===== config.mk =====
export PLATFORM = sky130hd
export DESIGN_NAME = rx_uart
export DESIGN_NICKNAME = d
export VERILOG_FILES = /design/src/rtl/uart_pkg.sv /design/src/rtl/sync_2ff.sv /design/src/rtl/rx_uart.sv
export SDC_FILE = /design/constraint.sdc
export NUM_CORES = 1
export LEC_CHECK = 0
export ABC_CLOCK_PERIOD_IN_PS = 2200
export CELL_PAD_IN_SITES_DETAIL_PLACEMENT = 1
export CELL_PAD_IN_SITES_GLOBAL_PLACEMENT = 1
export CORE_MARGIN = 1
export CORE_UTILIZATION = 45
export CTS_CLUSTER_SIZE = 25
export DETAILED_ROUTE_END_ITERATION = 7
export PLACE_DENSITY = 0.77
export SLEW_MARGIN = 30
export SYNTH_ARGS = -nofsm -noshare
export SYNTH_HDL_FRONTEND = slang
export SYNTH_SLANG_ARGS = --single-unit

===== constraint.sdc =====
create_clock -name i_clock -period 2.2 [get_ports i_clock]
set_input_delay 0.55 -clock i_clock [delete_from_list [all_inputs] [get_ports i_clock]]
set_output_delay 0.55 -clock i_clock [all_outputs]
set_load 0.02 [all_outputs]

===== src/rtl/uart_pkg.sv =====
// rtl/uart_pkg.sv - shared UART state encodings and oversampling constants
//
// Purpose: constants shared by the UART transmitter and receiver.
// Ports:   none (package).

package uart_pkg;

   localparam int UART_NB_STATE = 2;

   // Frame state encodings, common to both directions of the link.
   typedef enum logic [UART_NB_STATE-1:0] {
      IDLE  = 2'd0,
      START = 2'd1,
      DATA  = 2'd2,
      STOP  = 2'd3
   } uart_state_e;

   // Ticks per bit period and the tick index that lands at mid start bit.
   localparam int OVERSAMPLE = 16;
   localparam int MID_TICK   = 7;

endpackage


===== src/rtl/sync_2ff.sv =====
// rtl/sync_2ff.sv - multi-flop synchronizer for one asynchronous bit
//
// Purpose: brings an asynchronous level into the i_clock domain.
//          Every stage resets to 1 so a serial line reads as idle.
// Ports:
//   i_clock    system clock, rising edge
//   i_reset_n  asynchronous active-low reset
//   i_d        asynchronous input
//   o_q        synchronized output, SYNC_STAGES cycles of latency

module sync_2ff #(
   parameter int SYNC_STAGES = 2
) (
   input  logic i_clock,
   input  logic i_reset_n,
   input  logic i_d,
   output logic o_q
);

   logic [SYNC_STAGES-1:0] sync_q;
   logic [SYNC_STAGES-1:0] sync_d;

   always_comb begin
      sync_d = {sync_q[SYNC_STAGES-2:0], i_d};
   end

   always_ff @(posedge i_clock or negedge i_reset_n) begin
      if (!i_reset_n) begin
         sync_q <= '1;
      end else begin
         sync_q <= sync_d;
      end
   end

   assign o_q = sync_q[SYNC_STAGES-1];

endmodule


===== src/rtl/rx_uart.sv =====
// rtl/rx_uart.sv - 16x oversampled UART receiver with framing-error flag
//
// Purpose: receives 1 start bit, DBIT data bits (LSB first) and a stop bit
//          of SB_TICK ticks, sampling each bit at its middle.
// Ports:
//   i_clock         system clock, rising edge
//   i_reset_n       asynchronous active-low reset
//   i_s_tick        one-cycle strobe at 16x the baud rate
//   i_rx            asynchronous serial line, idle high
//   o_dout          last received word, held until the next frame completes
//   o_rx_done_tick  one-cycle pulse when a frame completes
//   o_frame_err     one-cycle pulse with o_rx_done_tick when the stop bit was low

module rx_uart
   import uart_pkg::*;
#(
   parameter int DBIT        = 8,
   parameter int SB_TICK     = 16,
   parameter int NB_STATE    = UART_NB_STATE,
   parameter int SYNC_STAGES = 2
) (
   input  logic            i_clock,
   input  logic            i_reset_n,
   input  logic            i_s_tick,
   input  logic            i_rx,
   output logic [DBIT-1:0] o_dout,
   output logic            o_rx_done_tick,
   output logic            o_frame_err
);

   // The tick counter must reach both the data-bit length and the stop length.
   localparam int S_MAX = (SB_TICK > OVERSAMPLE) ? SB_TICK : OVERSAMPLE;
   localparam int S_W   = $clog2(S_MAX);
   localparam int N_W   = (DBIT > 1) ? $clog2(DBIT) : 1;

   logic                rx_s;
   logic [NB_STATE-1:0] state_q, state_d;
   logic [S_W-1:0]      s_q, s_d;
   logic [N_W-1:0]      n_q, n_d;
   logic [DBIT-1:0]     b_q, b_d;
   logic [DBIT-1:0]     b_shift;
   logic [DBIT-1:0]     dout_q, dout_d;
   logic                done_q, done_d;
   logic                err_q, err_d;

   sync_2ff #(
      .SYNC_STAGES(SYNC_STAGES)
   ) u_sync (
      .i_clock  (i_clock),
      .i_reset_n(i_reset_n),
      .i_d      (i_rx),
      .o_q      (rx_s)
   );

   // Right shift with the new bit entering the MSB: after DBIT bits the
   // first (LSB-first) bit on the line has reached bit 0.
   generate
      if (DBIT == 1) begin : g_shift_one
         assign b_shift = rx_s;
      end else begin : g_shift_many
         assign b_shift = {rx_s, b_q[DBIT-1:1]};
      end
   endgenerate

   always_comb begin
      state_d = state_q;
      s_d     = s_q;
      n_d     = n_q;
      b_d     = b_q;
      dout_d  = dout_q;
      done_d  = 1'b0;
      err_d   = 1'b0;
      case (state_q)
         NB_STATE'(IDLE): begin
            // Start detection does not wait for a tick.
            if (!rx_s) begin
               state_d = NB_STATE'(START);
               s_d     = '0;
            end
         end
         NB_STATE'(START): begin
            if (i_s_tick) begin
               if (s_q == S_W'(MID_TICK)) begin
                  // Line back high at mid start bit: a glitch, not a frame.
                  if (!rx_s) begin
                     state_d = NB_STATE'(DATA);
                     s_d     = '0;
                     n_d     = '0;
                  end else begin
                     state_d = NB_STATE'(IDLE);
                  end
               end else begin
                  s_d = s_q + S_W'(1);
               end
            end
         end
         NB_STATE'(DATA): begin
            if (i_s_tick) begin
               if (s_q == S_W'(OVERSAMPLE - 1)) begin
                  b_d = b_shift;
                  s_d = '0;
                  if (n_q == N_W'(DBIT - 1)) begin
                     state_d = NB_STATE'(STOP);
                  end else begin
                     n_d = n_q + N_W'(1);
                  end
               end else begin
                  s_d = s_q + S_W'(1);
               end
            end
         end
         NB_STATE'(STOP): begin
            if (i_s_tick) begin
               // Leaving at mid stop bit leaves room for a gapless next start.
               if (s_q == S_W'(SB_TICK - 1)) begin
                  state_d = NB_STATE'(IDLE);
                  done_d  = 1'b1;
                  err_d   = ~rx_s;
                  dout_d  = b_q;
               end else begin
                  s_d = s_q + S_W'(1);
               end
            end
         end
         default: begin
            state_d = NB_STATE'(IDLE);
         end
      endcase
   end

   always_ff @(posedge i_clock or negedge i_reset_n) begin
      if (!i_reset_n) begin
         state_q <= NB_STATE'(IDLE);
         s_q     <= '0;
         n_q     <= '0;
         b_q     <= '0;
         dout_q  <= '0;
         done_q  <= 1'b0;
         err_q   <= 1'b0;
      end else begin
         state_q <= state_d;
         s_q     <= s_d;
         n_q     <= n_d;
         b_q     <= b_d;
         dout_q  <= dout_d;
         done_q  <= done_d;
         err_q   <= err_d;
      end
   end

   assign o_dout         = dout_q;
   assign o_rx_done_tick = done_q;
   assign o_frame_err    = err_q;

endmodule


==> results of run 1 <==
-- synth_stat cells (all sizes together) --
| cell | n | area (sq um) |
|---|---|---|
| dfrtp | 27 | 676 |
| mux2 | 20 | 225 |
| nor2 | 9 | 38.8 |
| buf | 5 | 41.3 |
| inv | 5 | 18.8 |
| a21oi | 4 | 20.0 |
| ha | 3 | 37.5 |
| nor2b | 3 | 18.8 |
| a22o | 2 | 17.5 |
| dfstp | 2 | 52.6 |
| nand3 | 2 | 10.0 |
| nand4 | 2 | 12.5 |
| o21ai | 2 | 10.0 |
| a21o | 1 | 7.51 |
| a311oi | 1 | 15.0 |
| and2 | 1 | 6.26 |
| and3 | 1 | 6.26 |
| mux2i | 1 | 10.0 |
| mux4 | 1 | 26.3 |
| nand2 | 1 | 3.75 |
| nand2b | 1 | 13.8 |
| nand3b | 1 | 7.51 |
| nand4b | 1 | 8.76 |
| nor3 | 1 | 5.00 |
| o2bb2ai | 1 | 8.76 |
| o311ai | 1 | 8.76 |
| o32a | 1 | 10.0 |
| or2b | 1 | 7.51 |
| xnor2 | 1 | 8.76 |
-- logic make-up (layout without fill, tap and decap cells) --
| family | count (synthesis) | in the layout | share of synthesized area [%] |
|---|---|---|---|
| muxes | 22 | 22 | 19.6 |
| and+or+nand+nor | 24 | 24 | 10.4 |
| adders and majority gates | 3 | 3 | 2.82 |
| xor gates and xnor gates | 1 | 1 | 0.657 |
| buffers and inverters | 10 | 32 | 4.51 |
| AOI/OAI and AO/OA | 13 | 13 | 7.32 |
| DFF | 29 | 29 | 54.6 |
-- worst min-delay path by stage --
stage / startpoint / endpoint / slack [ps] / depth (start not counted)
3_5_place_dp: u_sync.sync_q[0]$_DFF_PN1_ / u_sync.sync_q[1]$_DFF_PN1_ / 350 / 0
2_1_floorplan: i_reset_n / async pin / 250 / 0
4_1_cts: u_sync.sync_q[0]$_DFF_PN1_ / u_sync.sync_q[1]$_DFF_PN1_ / 360 / 0
5_1_grt: u_sync.sync_q[0]$_DFF_PN1_ / u_sync.sync_q[1]$_DFF_PN1_ / 370 / 0
6_report: u_sync.sync_q[0]$_DFF_PN1_ / u_sync.sync_q[1]$_DFF_PN1_ / 360 / 0
3_3_place_gp: u_sync.sync_q[0]$_DFF_PN1_ / u_sync.sync_q[1]$_DFF_PN1_ / 350 / 0
-- through the flow --
step	setup WS, ps	power, mW	util, %
floorplan	320	0.980	-
global placement	77.0	1.03	54.6
detailed placement	30.7	1.05	54.6
CTS	152	1.35	56.4
global route	95.7	1.42	56.4
finish	166	1.34	56.4
-- metal layers --
layer  track usage, %  share of wire [%]  up-vias
li1                 -                  -      404
met1             20.8                 43      424
met2             31.1                 51       14
met3             6.68                4.4        4
met4             5.23               0.97        0
met5                0                  0        -
-- final cells by class --
class | count | area share, %
inverter | 5 | 1.20
sequential | 29 | 46.4
clock buffer | 6 | 2.63
clock inverter | 2 | 0.638
timing repair buffer | 19 | 12.0
multi-input combinational | 63 | 34.7
tap | 31 | 2.47
-- critical path, cell delays in order (launching register included) --
cell,delay [ps]
sky130_fd_sc_hd__dfrtp_1,420
sky130_fd_sc_hd__ha_1,210
sky130_fd_sc_hd__ha_1,190
sky130_fd_sc_hd__o32a_1,350
sky130_fd_sc_hd__a311oi_2,380
sky130_fd_sc_hd__mux2_1,370
-- state kept, by name, summed over array words and instances, names as in the netlist, named ones only --
register and flops:
o_dout 8, o_rx_done_tick 1, b_q 8, n_q 3
s_q 4, u_sync.sync_q 2, o_frame_err 1, state_q 1
-- power by group through the flow --
stage,Sequential [mW],Clock [mW],Combinational (mW)
after floorplan,0.634,0,0.346
after global placement,0.687,0,0.343
after detailed placement,0.695,0,0.353
after CTS,0.684,0.315,0.355
after global routing,0.698,0.331,0.391
final,0.686,0.301,0.351
==> metrics.cfg, run 1 <==
[place]
place.detailed.instances=147
port_buffers=13
post-dp-hpwl_um=1710
finalWeightedCongestion=0.756
placed_cell_area_sq_um=1520

[critical_path]
cp-start-kind=flip-flop
critPathMaxFanout=3
reg2reg_depth=5
worstSetupEndpoint=n_q[0]$_DFFE_PN0P_
timing_worst_setup_path_type=flip-flop to flip-flop
timing.reg2reg.setup_slack_ps=170
critical_path.reg2reg.endpoint=n_q[0]$_DFFE_PN0P_
critPathRequiredTime_ps=2400
cp_data_arrival_time_ps=2240
reg2reg_from=n_q[0]$_DFFE_PN0P_
startpoint=n_q[0]$_DFFE_PN0P_
timing.critical_path.to_type=flip-flop

[final_layout]
area.growth.synth_to_final_pct=17.7
most-common-layout-cells=sky130_fd_sc_hd__dfrtp_1 (27), sky130_fd_sc_hd__mux2_2 (15), sky130_fd_sc_hd__clkdlybuf4s50_1 (13), sky130_fd_sc_hd__nor2_1 (7)
regArea_sq_um=728
multi_input_area_sq_um=544
design.final.nets=130
layout.cells.most_common=sky130_fd_sc_hd__dfrtp_1
finalInstanceArea_sq_um=1570
insertedDiodeCount=0
instances_no_fill=155
fillCellCount=302
drive_above_1_share_pct=27.4

[yosys]
yosysWarnings=0
synth-seq-cells=29
count_of_unique_library_cells_instantiated_by_yosys=32
synth.yosys.seq_area_share_pct=54.6
synth_cells=102
synth.avg_cell_area_sq_um=13.1
synth.net_count=109
post_synth_instance_area_sq_um=1330

[floorplan]
number_of_top_level_design_ports=14
core_rows=19
die_y_um=56.4
placeableCoreArea_sq_um=2780
die_w_um=56.4
floorplan.initialDensity_pct=47.9
die_area_sq_um=3180

[detailed_routing]
first_iter_violations=24
avgRoutedWirePerCell_um=15.3
post-route-drc-count=0
routed_wl_um=2380
vias=846
viasPerCell=5.46
drt_pass1_iterations=3
drtAntennaViolNets=0

[power]
clkPwrFrac_pct=22.5
share_comb_of_total_power_pct=26.2
vdd.ir_drop.worst_v=0.000661
pwr_density_cell_nw_per_um2=853
power.sequential.fraction_pct=51.2
power_switching_mw=0.439
power.switching_fraction_pct=32.8
p_leak_nw=0.739
internal-power_mw=0.900

[timing]
layout_min_cycle_time_ps=2030
hold-worst-slack_ps=361
maxSlewHeadroom_pct=55.4
final_hold_viol_count=0
clock-skew-final_ps=6.24
finalSetupViolCount=0
fin_tns_setup_ps=0
period_share_pct=92.4
grt_setup_unrepaired=no
tightestPinTransition_ps=661
fmax_mhz=492
timing.final.max_slew_violations=0

[clock_network]
clock_path_buffers=2
clkLatencyLatePin_ps=320
clock_tree_from_tritoncts=built
clk_pin_slew_ps=90
post-cts-setup-buffers=0
cts_inserted_buffers=5
clk_root_buffer_cell=sky130_fd_sc_hd__clkbuf_4
ctsResizeCount=0
htree_num_levels=2
cts_sinks=29
cts_hold_buf=0

[global_route]
groute.usage.overall_pct=18.0
vias_in_the_first_global_route=917
grt_antenna_before_repair=0
global_route.overflow_total=0
grt_first_pass_wirelength_um=4270
grt_max_degree=30

[job]
drv_cap=0

[worst_hold_path]
min_path_type=flip-flop to flip-flop

[run_status]
outcome=completed

Note: power is estimated with default switching activity, not from simulation.
==> run 2: changes to the inputs <==
- ABC_CLOCK_PERIOD_IN_PS: 2200 -> 2250
- clock period: 2.2 -> 2.25 ns (I/O delays scaled with it)
==> metrics.cfg, run 2 (synthesis gave the netlist of run 1 again) <==
[floorplan]
floorplan.initialDensity_pct=47.9
die_y_um=56.4
core_rows=19
placeableCoreArea_sq_um=2780
die_w_um=56.4
die_area_sq_um=3180
number_of_top_level_design_ports=14

[critical_path]
cp_data_arrival_time_ps=2230
critPathRequiredTime_ps=2460
timing_worst_setup_path_type=flip-flop to flip-flop
reg2reg_depth=5
critPathMaxFanout=3
reg2reg_from=n_q[0]$_DFFE_PN0P_
cp-start-kind=flip-flop
critical_path.reg2reg.endpoint=n_q[1]$_DFFE_PN0P_
timing.critical_path.to_type=flip-flop
timing.reg2reg.setup_slack_ps=230

[timing]
fmax_mhz=496
maxSlewHeadroom_pct=53.5
fin_tns_setup_ps=0
clock-skew-final_ps=6.30
timing.final.max_slew_violations=0
layout_min_cycle_time_ps=2020
finalSetupViolCount=0
period_share_pct=89.6
final_hold_viol_count=0
grt_setup_unrepaired=no
tightestPinTransition_ps=688

[global_route]
global_route.overflow_total=0
vias_in_the_first_global_route=952
grt_max_degree=30
grt_first_pass_wirelength_um=4550
grt_antenna_before_repair=0
groute.usage.overall_pct=19.2

[clock_network]
ctsResizeCount=0
clk_root_buffer_cell=sky130_fd_sc_hd__clkbuf_4
cts_inserted_buffers=5
post-cts-setup-buffers=0
clock_path_buffers=2
clock_tree_from_tritoncts=built
htree_num_levels=2
clkLatencyLatePin_ps=330
cts_hold_buf=0
clk_pin_slew_ps=90
cts_sinks=29

[detailed_routing]
routed_wl_um=2520
post-route-drc-count=0
viasPerCell=5.54
avgRoutedWirePerCell_um=16.4
drt_pass1_iterations=4
drtAntennaViolNets=0
first_iter_violations=38
vias=853

[final_layout]
most-common-layout-cells=sky130_fd_sc_hd__dfrtp_1 (27), sky130_fd_sc_hd__mux2_2 (15), sky130_fd_sc_hd__clkdlybuf4s50_1 (13), sky130_fd_sc_hd__nor2_1 (7)
area.growth.synth_to_final_pct=19.7
insertedDiodeCount=0
finalInstanceArea_sq_um=1600
design.final.nets=129
layout.cells.most_common=sky130_fd_sc_hd__dfrtp_1
drive_above_1_share_pct=26.8
fillCellCount=288
multi_input_area_sq_um=544
regArea_sq_um=728

[place]
placed_cell_area_sq_um=1510
port_buffers=13
post-dp-hpwl_um=1810
finalWeightedCongestion=0.747

[worst_hold_path]
min_path_type=flip-flop to flip-flop
hold_path_start=u_sync.sync_q[0]$_DFF_PN1_
hold_path_stages=0
worstHoldEndpoint=u_sync.sync_q[1]$_DFF_PN1_

[job]
drv_cap=0

[run_status]
outcome=completed

[power]
vdd.ir_drop.worst_v=0.000692
pwr_density_cell_nw_per_um2=914
p_leak_nw=0.748

## run 2: power by group
group	switching (mW)	total (mW)	internal, mW
Combinational	0.160	0.332	0.172
Clock	0.182	0.448	0.265
Sequential	0.0959	0.678	0.582
## run 2: worst max-delay path by stage
stage,slack [ps],startpoint,to,cells past startpoint
final,230,n_q[0]$_DFFE_PN0P_,n_q[1]$_DFFE_PN0P_,5
after global routing,110,n_q[0]$_DFFE_PN0P_,n_q[1]$_DFFE_PN0P_,5
after CTS,200,n_q[0]$_DFFE_PN0P_,n_q[1]$_DFFE_PN0P_,5
after detailed placement,30,i_s_tick,o_dout[5]$_DFFE_PN0P_,5
after global placement,110,i_s_tick,n_q[0]$_DFFE_PN0P_,4
after floorplan,370,n_q[0]$_DFFE_PN0P_,n_q[0]$_DFFE_PN0P_,5
## run 2: cell type report
class | count | area share [%]
flip-flops and latches | 29 | 45.6
multi-input cells | 63 | 34.1
repair buffers | 18 | 11.3
clock buffers | 7 | 3.45
well taps | 31 | 2.43
clock inverters | 1 | 1.88
inverters | 5 | 1.18
## run 2: through the flow
| stage | hold WS [ps] | cells | setup WS [ps] | utilization, % | total power [mW] |
|---|---|---|---|---|---|
| after floorplan | 267 | 102 | 370 | - | 0.959 |
| after global placement | 347 | 146 | 113 | 54.3 | 0.997 |
| after detailed placement | 347 | 146 | 34.4 | 54.3 | 1.02 |
| after CTS | 362 | 154 | 204 | 57.4 | 1.48 |
| after global routing | 372 | 154 | 110 | 57.4 | 1.54 |
| final | 361 | 154 | 234 | 57.4 | 1.46 |
## run 2: critical path: stages (launching register included)
cell and delay, ps:
sky130_fd_sc_hd__dfrtp_1 400, sky130_fd_sc_hd__ha_1 200, sky130_fd_sc_hd__ha_1 200, sky130_fd_sc_hd__o32a_1 360, sky130_fd_sc_hd__a311oi_2 380, sky130_fd_sc_hd__mux2_1 360
## run 2: metal layers
| layer | wire [um] | vias up | share of wire, % | track usage, % |
|---|---|---|---|---|
| li1 | - | 402 | - | - |
| met5 | 0 | - | 0 | 0 |
| met3 | 104 | 2 | 4.1 | 6.91 |
| met4 | 21 | 0 | 0.83 | 6.27 |
| met2 | 1280 | 20 | 51 | 31.3 |
| met1 | 1110 | 429 | 44 | 23.7 |
==> run 3: changes to the inputs <==
- ABC_CLOCK_PERIOD_IN_PS: 2250 -> default
- CTS_CLUSTER_SIZE: 25 -> 12
- SKIP_CTS_REPAIR_TIMING: default -> 1
==> results of run 3 <==
No change in the layout: final DEF, timing and power equal those of run 2.
